**config.mk**
```make
export PLATFORM = sky130hd
export DESIGN_NAME = bcd2bin_seq
export DESIGN_NICKNAME = d
export VERILOG_FILES = /design/src/rtl/bcd2bin_seq.sv
export SDC_FILE = /design/constraint.sdc
export NUM_CORES = 1
export LEC_CHECK = 0
export ABC_AREA = 1
export CORE_MARGIN = 1
export CORE_UTILIZATION = 35
export CTS_CLUSTER_DIAMETER = 100
export DETAILED_ROUTE_END_ITERATION = 16
export GPL_TIMING_DRIVEN = 0
export PLACE_DENSITY = 0.61
export SETUP_SLACK_MARGIN = 0.5
export SKIP_CTS_REPAIR_TIMING = 1
export SLEW_MARGIN = 40
export SYNTH_ARGS = -nofsm -noshare
export SYNTH_HDL_FRONTEND = slang
export SYNTH_SLANG_ARGS = --single-unit
```
**constraint.sdc**
```tcl
create_clock -name clk -period 2.7 [get_ports clk]
set_clock_uncertainty 0.2 [all_clocks]
set_input_delay 0.27 -clock clk [delete_from_list [all_inputs] [get_ports clk]]
set_output_delay 0.27 -clock clk [all_outputs]
set_load 0.1 [all_outputs]
```
**src/rtl/bcd2bin_seq.sv**
```systemverilog
// ============================================================================
// Module   : bcd2bin_seq
// Brief    : Sequential signed 4-digit BCD to 11-bit two's-complement converter.
// Revision : 1.0 - initial release
// ============================================================================
`default_nettype none

module bcd2bin_seq #(
    parameter int MAX_MAG = 1023
) (
    input  logic        clk,
    input  logic        rst,
    input  logic        bcd_vld,
    input  logic [16:0] bcd,
    output logic        bcd_rdy,
    output logic        bin_vld,
    output logic [10:0] bin,
    output logic        err
);

    typedef enum logic [1:0] {
        IDLE = 2'd0,
        CONV = 2'd1,
        OUT  = 2'd2
    } state_t;

    localparam logic [13:0] C_MAX_MAG = 14'(MAX_MAG);

    state_t      r_state;
    state_t      w_next;
    logic [16:0] r_word;
    logic [13:0] r_acc;
    logic [1:0]  r_cnt;
    logic        r_dig_err;

    logic [3:0]  w_digit;
    logic [13:0] w_acc_next;
    logic        w_err;
    logic [10:0] w_bin;

    always_ff @(posedge clk or posedge rst) begin
        if (rst) begin
            r_state <= IDLE;
        end else begin
            r_state <= w_next;
        end
    end

    always_comb begin
        w_next = r_state;
        case (r_state)
            IDLE:    if (bcd_vld) w_next = CONV;
            CONV:    if (r_cnt == 2'd3) w_next = OUT;
            OUT:     w_next = IDLE;
            default: w_next = IDLE;
        endcase
    end

    assign bcd_rdy = (r_state == IDLE);

    // Most-significant digit first: counter 0 selects thousands.
    always_comb begin
        w_digit = 4'd0;
        case (r_cnt)
            2'd0: w_digit = r_word[15:12];
            2'd1: w_digit = r_word[11:8];
            2'd2: w_digit = r_word[7:4];
            2'd3: w_digit = r_word[3:0];
            default: w_digit = 4'd0;
        endcase
    end

    assign w_acc_next = (r_acc << 3) + (r_acc << 1) + {10'd0, w_digit};

    always_comb begin
        w_err = r_dig_err || (r_acc > C_MAX_MAG);
        w_bin = 11'd0;
        if (!w_err) begin
            w_bin = r_word[16] ? (~r_acc[10:0]) + 11'd1 : r_acc[10:0];
        end
    end

    always_ff @(posedge clk or posedge rst) begin
        if (rst) begin
            r_word    <= 17'd0;
            r_acc     <= 14'd0;
            r_cnt     <= 2'd0;
            r_dig_err <= 1'b0;
            bin_vld   <= 1'b0;
            bin       <= 11'd0;
            err       <= 1'b0;
        end else begin
            bin_vld <= 1'b0;
            case (r_state)
                IDLE: begin
                    if (bcd_vld) begin
                        r_word    <= bcd;
                        r_acc     <= 14'd0;
                        r_cnt     <= 2'd0;
                        r_dig_err <= 1'b0;
                    end
                end
                CONV: begin
                    r_acc <= w_acc_next;
                    r_cnt <= r_cnt + 2'd1;
                    if (w_digit > 4'd9) begin
                        r_dig_err <= 1'b1;
                    end
                end
                OUT: begin
                    bin_vld <= 1'b1;
                    bin     <= w_bin;
                    err     <= w_err;
                end
                default: ;
            endcase
        end
    end

endmodule

`default_nettype wire

```
### After elaboration in Yosys (flattened, before gate mapping)

Cells that the tools add are included.

* add/sub/neg operators: 4
* order comparisons: 2
* equal/unequal tests: 8
* muxes and demuxes: 14
* bitwise logic cells: 1
* reduce and logical (&&, ||, !) cells: 8

Operator list (number)
* one-hot mux 14 bit (2 select lines): 1
* two-way mux 11 bit: 2
* one-hot mux 4 bit (4 select lines): 1
* adder 14 bit: 1
* adder 14 x 4 -> 14 bit: 1
* > comparator 14 x 10 -> 1 bit (second input constant): 1
* two-way mux 14 bit: 1
* adder 11 x 1 -> 11 bit (second input constant): 1
* NOT 11 bit: 1
* one-hot mux 2 bit (2 select lines): 2
* == test 2 bit (second input constant): 3
* two-way mux 2 bit: 3
* inequality test 2 bit (second input constant): 3
* AND reduction 2 bit: 3
* == test 2 x 1 -> 1 bit (second input constant): 2
* > comparator 4 bit (second input constant): 1
* logical NOT 2 bit: 2
* two-way mux 1 bit: 3
* AND reduction 3 bit: 1
* adder 2 x 1 -> 2 bit (second input constant): 1
* one-hot mux 1 bit (2 select lines): 1
* nonzero test 2 bit: 1
* logical OR 1 bit: 1

* register bits after elaboration: 49
* input bits: 20
* logic and storage cells: 45

### Logic depth before layout (Yosys ltp)

Gate-level depths: netlist of run 1.

* depth in word-level cells: 5
* gate-level depth with buffers: 17
* depth with buffers taken out: 17

### Worst setup path after synthesis of run 1

No wires, ideal clock.

* kind: reg-to-reg
* start point: register r_cnt[0]
* end point: register r_acc[6]
* library setup time: 0.129 ns
* arrival time: 2.387 ns
* required time: 2.371 ns
* path slack: -0.017 ns
* cell stages (with the launch flop): 15
* buffers on the path: 0
* period minus slack after synthesis: 2.717 ns
* path through: dfrtp_1 > inv_1 > ha_1 > inv_1 > nand2_1 > o22ai_1 > inv_1 > ha_1 > ha_1 > fa_1 > nand2_1 > nand3_1 > nand2_1 > xor2_1 > o22ai_2

* word-level cells in the longest chain between the ends: 4

RTL lines
* from (decl): RTL line 33 `logic [1:0] r_cnt;`
* from (signal assigned): RTL line 105 `r_cnt <= r_cnt + 2'd1;`
* == test 2 bit (tied with other cells): RTL line 64 `case (r_cnt)`
* one-hot mux 4 bit (4 select lines) *: RTL line 64
* adder 14 x 4 -> 14 bit *: RTL line 73 `assign w_acc_next = (r_acc << 3) + (r_acc << 1) + {10'd0, w_digit};`
* one-hot mux 14 bit (2 select lines) *: RTL line 94 `case (r_state)`
* to (signal assigned): RTL line 104 `r_acc <= w_acc_next;`
* to (decl): RTL line 32 `logic [13:0] r_acc;`

Every way passes the cells marked *; elsewhere a longest branch is shown, timed or not.
A chain may end at the register's enable or synchronous reset.

### Worst setup path after layout of run 1

* start point: register r_cnt[0]
* end point: register r_acc[8]

Same word-level chain as after synthesis.

==> key figures, run 1 <==
STA
  • Setup TNS: -0.419 ns
  • Final period util: 104%
  • Worst slew margin: a little under 70%
  • PnR worst setup slack: -0.0987 ns
  • Hold WS: between 0.06 and 0.07 ns
  • Peak Freq: roughly 360 MHz
  • Worst slew pin tran: between 0.4 and 0.5 ns
  • Minimum clock period: 2.80 ns
  • Unrepaired setup endpoints after global routing: true
  • Setup-failing EPs final: 7
  • Final hold vios: 0
  • Max-slew violation count: 0

Clocking
  • Clock slew at reported path FFs: 0.09 ns
  • CTS max path bufs: 2
  • Clk sinks: between 40 and 50
  • CTS tree: yes
  • Clock Latency Late Sink: 0.30 ns
  • CTS root buf: clkbuf_8
  • CTS Buf Count: 5
  • CTS HTree Levels: 2

Setup path
  • Element type at the critical path end: flop
  • Critical path data arrival time: 2.85 ns
  • FF-to-FF setup slack: -0.1 ns
  • CP Class: reg2reg
  • CP Launch Type: flop
  • Max incr delay on CP: ~0.44 ns
  • Critical path peak fanout: 6
  • CP max-delay cell: dfrtp_2
  • Worst path required time: roughly 2.8 ns
  • Crit-path cells: buf_4, ha_4, nand2_1, o21ai_1, o22ai_1, inv_1, ha_4, ha_4, fa_2, buf_4, nand2_1, nand3_2, a21oi_2, o21ai_2, nand2_1

Finish
  • Layout Cells excl Fill: between 500 and 600
  • Most frequent cells in the layout: 145 x nand2_1, 47 x dfrtp_1, 40 x inv_1, 23 x nor2_1, 21 x ha_1
  • Area of the multi-input gates: approximately 1800 sq um
  • Commonest non-fill, non-tap cell in the layout: nand2_1
  • Final #Nets: ~500
  • Filler cells: between 800 and 900
  • Ant diodes: 0
  • Share of cells above drive strength 1: a little under a fifth
  • Area Growth Syn to Fin: 24.0%
  • Flip-flop and latch area: ~1200 sq um

Global route
  • Largest net degree at the start of global routing: 28
  • Gr ovfl total: 0
  • GR Util All Layers: 16.7%
  • First-pass GRT wire length: 11,700 microns
  • Initial antenna violation count: 0
  • Vias in the first global route: approximately 2,500

Synthesis
  • Sequential fraction of the synthesis area: between 40% and 50%
  • Syn avg cell area: 7.60 sq um
  • Post-Synthesis Cells: 400
  • Flops & latches, synth: 49
  • Post-synth net total: about 450
  • Synth cell types: 27
  • Mapped Area: a little over 3000 sq um
  • Yosys warns: 0

Route
  • WL/cell: 12.8 microns
  • Drt total wl: 7070 microns
  • DR vias: about 2,700
  • Routed vias/inst: roughly 4.8
  • Post-route ant nets: 0
  • DRC viols: 0
  • Iter 0 DRT Violations: about 110
  • Drt first pass iters: 4

Flow run
  • Max-cap viol count: 0

Die
  • DIE AREA: around 9000 sq um
  • Die Wd: 95.2 microns
  • IO Count: 34
  • Initial Util: approximately 37%
  • DIE HEIGHT: 95.2 microns
  • Core Box Area: 8300 sq um
  • Row cnt: 33

Status
  • Failing checks: negative setup slack
  • Status: complete, but fails checks

Placement
  • Detailed Place HPWL: around 5400 microns
  • Placed insts: 539
  • Port bufs: 33
  • Routability Congestion: about 0.87
  • Pre-CTS setup slack: -0.226 ns

Min path
  • Tightest Hold Check Type: in2async
cell usage after synthesis, drive strengths merged:
| cell | n | area share [%] |
|---|---|---|
| a21oi | 8 | 1.3 |
| a22o | 1 | 0.29 |
| a31oi | 1 | 0.21 |
| buf | 6 | 1.4 |
| dfrtp | 49 | 40 |
| fa | 2 | 1.3 |
| ha | 27 | 11 |
| inv | 51 | 6.3 |
| nand2 | 152 | 19 |
| nand3 | 24 | 4.0 |
| nand3b | 1 | 0.25 |
| nand4 | 6 | 1.4 |
| nor2 | 27 | 4.2 |
| o211ai | 1 | 0.25 |
| o21ai | 32 | 5.3 |
| o22ai | 7 | 2.1 |
| xor2 | 5 | 1.4 |
cell type report:
type                            count  share of cell area [%]
Multi-Input combinational cell    294                    46.5
Clock buffer                        6                    1.93
Inverter                           51                    5.21
Buffer                              6                    1.10
Clock inverter                      2                   0.365
Tap cell                          105                    3.49
Timing Repair Buffer               41                    8.83
Sequential cell                    49                    32.6
state kept, by name (all words and copies together), names as in the netlist:
register and flops:
bin 11, bin_vld 1, err 1, r_acc 14, r_cnt 2, r_dig_err 1
r_state 2, r_word 17
kinds of logic after synthesis:
kind of cell,after synthesis,synth area share [%]
and+or+nand+nor,210,28.8
DFF,49,40.3
xor gates and xnor gates,5,1.44
AOI/OAI and AO/OA,50,9.38
adders and majority gates,29,12.4
buffers and inverters,57,7.65
worst paths after layout:
check | cells past startpoint | start | end
hold / removal | 2 | rst | r_word[6]
setup / recovery | 15 | r_cnt[0] | r_acc[8]
setup reg to reg | 15 | r_cnt[0] | r_acc[8]
max in group asynchronous | 3 | rst | r_cnt[0]
min in group clk | 2 | bin[7] | bin[7]
hold reg to reg | 2 | bin[7] | bin[7]
per-layer routing:
metal / GRT usage (%) / vias up / wire [microns]
li1: - / 1365 / -
met1: 24.0 / 1262 / 3490
met2: 26.2 / 35 / 3340
met3: 2.39 / 6 / 154
met4: 4.17 / 0 / 79
met5: 0 / - / 0
critical path, delay by kind of cell (launching register included):
kind                     cells  cell delay (ns)
AND/OR/NAND/NOR              4             0.25
adder cells (fa/ha/maj)      4             0.97
flip-flops                   1             0.44
AO/OA/AOI/OAI                4             0.46
buffers and inverters        3             0.41
through the flow:
| stage | util [%] | instance area [sq um] |
|---|---|---|
| finish | 45.4 | 3770 |
| global route | 45.4 | 3770 |
| CTS | 43.2 | 3590 |
| detailed placement | 42.2 | 3500 |
| global placement | 42.7 | 3550 |
| floorplan | - | 3090 |
Power of run 1 is left out: the tool's default activity adds up to more than one toggle a clock period on the data nets, which glitch-free logic cannot reach.
==> inputs of run 2 (changes only) <==
- CTS_CLUSTER_DIAMETER: 100 -> 150
==> results of run 2 <==
Same layout as run 1: the final DEF is identical, and so are final timing and power.
Power of run 2 is left out for the same reason.
==> inputs of run 3 (changes only) <==
- GPL_TIMING_DRIVEN: 0 -> default
- PLACE_DENSITY: 0.61 -> 0.59
- clock period: 2.7 -> 3.2 ns (I/O delays scaled with it)
==> key figures, run 3 (synthesized netlist as in run 1, its figures left out) <==
Status
  • Status: complete, no violations

Setup path
  • Critical path data arrival time: 2.78 ns (-0.07 ns)
  • Crit-path cells: inv_4, ha_4, inv_4, buf_4, o22ai_4, inv_2, ha_4, ha_4, fa_2, buf_4, nand2_1, nand3_2, a21oi_2, o21ai_1, nand2_1
  • Critical path peak fanout: 7 (+1)
  • CP Class: reg2reg
  • CP Launch Type: flop
  • CP dominant cell by count: ha_4
  • CP max-delay cell: dfrtp_2
  • Worst path required time: 3.25 ns (+0.50 ns)
  • Max incr delay on CP: 0.48 ns (+0.04 ns)
  • Element type at the critical path end: flop

STA
  • Max-slew violation count: 0 (unchanged)
  • Final period util: 85.3% (-18 points)
  • Peak Freq: 366 MHz (+2.5%)
  • Setup-failing EPs final: 0 (-7)
  • Worst slew pin tran: 0.619 ns (+0.129 ns)
  • Final hold vios: 0 (unchanged)
  • Minimum clock period: 2.73 ns (-0.0692 ns)
  • Hold WS: 0.225 ns (+0.164 ns)
  • Setup TNS: 0 ns (+0.419 ns)
  • Worst slew margin: 58.8% (-8.8 points)
  • Unrepaired setup endpoints after global routing: true

Placement
  • Port bufs: 33 (unchanged)
  • Placed insts: 533 (-1.1%)
  • Placed Instance Area: 3430 sq um (-1.9%)
  • Routability Congestion: 0.821 (-5.4%)
  • Detailed Place HPWL: 5340 microns (-1.4%)

Die
  • DIE HEIGHT: 95.2 microns (unchanged)
  • DIE AREA: 9060 sq um (unchanged)
  • Row cnt: 33 (unchanged)
  • Initial Util: 36.6% (unchanged)
  • IO Count: 34 (unchanged)
  • Core Box Area: 8300 sq um (unchanged)
  • Die Wd: 95.2 microns (unchanged)

Finish
  • Flip-flop and latch area: 1230 sq um (unchanged)
  • Design Area, Final: 3800 sq um (+0.73%)
  • Commonest non-fill, non-tap cell in the layout: nand2_1
  • Layout Cells excl Fill: 547 (-1.3%)
  • Filler cells: 810 (-1.2%)
  • Top reg by flops: r_word
  • Ant diodes: 0 (unchanged)
  • Top Registers: r_word: 17 flops, r_acc: 14 flops, bin: 11 flops
  • Max reg flops: 17 (unchanged)
  • Area Growth Syn to Fin: 24.9%
  • Most frequent cells in the layout: 145 x nand2_1, 47 x dfrtp_1, 38 x inv_1, 22 x nor2_1
  • Final #Nets: 490 (-1.4%)
  • Share of cells above drive strength 1: 18.6% (-0.16 points)
  • Area of the multi-input gates: 1790 sq um (+2.1%)

Clocking
  • CTS max path bufs: 2 (unchanged)
  • CTS tree: yes
  • Clock Latency Late Sink: 0.31 ns (about the same)
  • CTS HTree Levels: 2 (unchanged)
  • CTS root buf: clkbuf_8
  • Clk sinks: 49 (unchanged)
  • Clock slew at reported path FFs: 0.11 ns (+0.02 ns)
  • CTS Buf Count: 5 (unchanged)

Global route
  • Largest net degree at the start of global routing: 50 (+79%)
  • First-pass GRT wire length: 11,500 microns (-1.5%)
  • Initial antenna violation count: 0 (unchanged)
  • Vias in the first global route: 2,389 (-4.5%)
  • Gr ovfl total: 0 (unchanged)
  • GR Util All Layers: 16.3% (-0.40 points)

Route
  • DRC viols: 0 (unchanged)
  • Post-route ant nets: 0 (unchanged)
  • DR vias: 2,653 (-0.56%)
  • Iter 0 DRT Violations: 114 (+0.88%)
  • WL/cell: 13.1 microns (+2.6%)
  • Drt first pass iters: 4 (unchanged)
  • Routed vias/inst: 4.85 (+0.71%)
  • Drt total wl: 7160 microns (+1.3%)

Min path
  • Tightest Hold Check Type: in2async

Flow run
  • Max-cap viol count: 0 (unchanged)
[run 3: path summary, 6_finish.rpt]
path / startpoint / endpoint / slack, ns / cells after the start
setup / recovery: r_cnt[1] / r_acc[8] / 0.47 / 15
hold / removal: rst / r_word[2] / 0.22 / 2
setup reg to reg: r_cnt[1] / r_acc[8] / 0.47 / 15
hold reg to reg: r_acc[13] / r_acc[13] / 0.28 / 2
max in group asynchronous: rst / r_cnt[1] / 2.12 / 2
min in group clk: r_acc[13] / r_acc[13] / 0.28 / 2
[run 3: area by class of cell]
cell class | count | share of cell area (%)
Tap cell | 105 | 3.46
Clock inverter | 3 | 0.692
Timing Repair Buffer | 40 | 9.20
Sequential cell | 49 | 32.4
Clock buffer | 5 | 1.81
Inverter | 51 | 5.37
Multi-Input combinational cell | 294 | 47.1
[run 3: through the flow]
step / util [%] / setup WS, ns
2_1_floorplan: - / 0.502
3_3_place_gp: 41.4 / 0.342
3_5_place_dp: 41.4 / 0.268
4_1_cts: 42.5 / 0.241
5_1_grt: 45.7 / 0.363
6_report: 45.7 / 0.471
[run 3: metal layers]
layer	track usage, %	routed length [microns]
met1	23.6	3600
met2	25.8	3330
met3	1.28	191
met4	4.55	41
met5	0	0
[run 3: critical path, delay by kind of cell, from the launching register on]
kind | cells | cell delay, ns
fa+ha+maj | 4 | 0.90
flops | 1 | 0.48
simple gates | 3 | 0.22
buf+inv | 5 | 0.51
compound gates | 3 | 0.36
Power of run 3 is left out for the same reason.
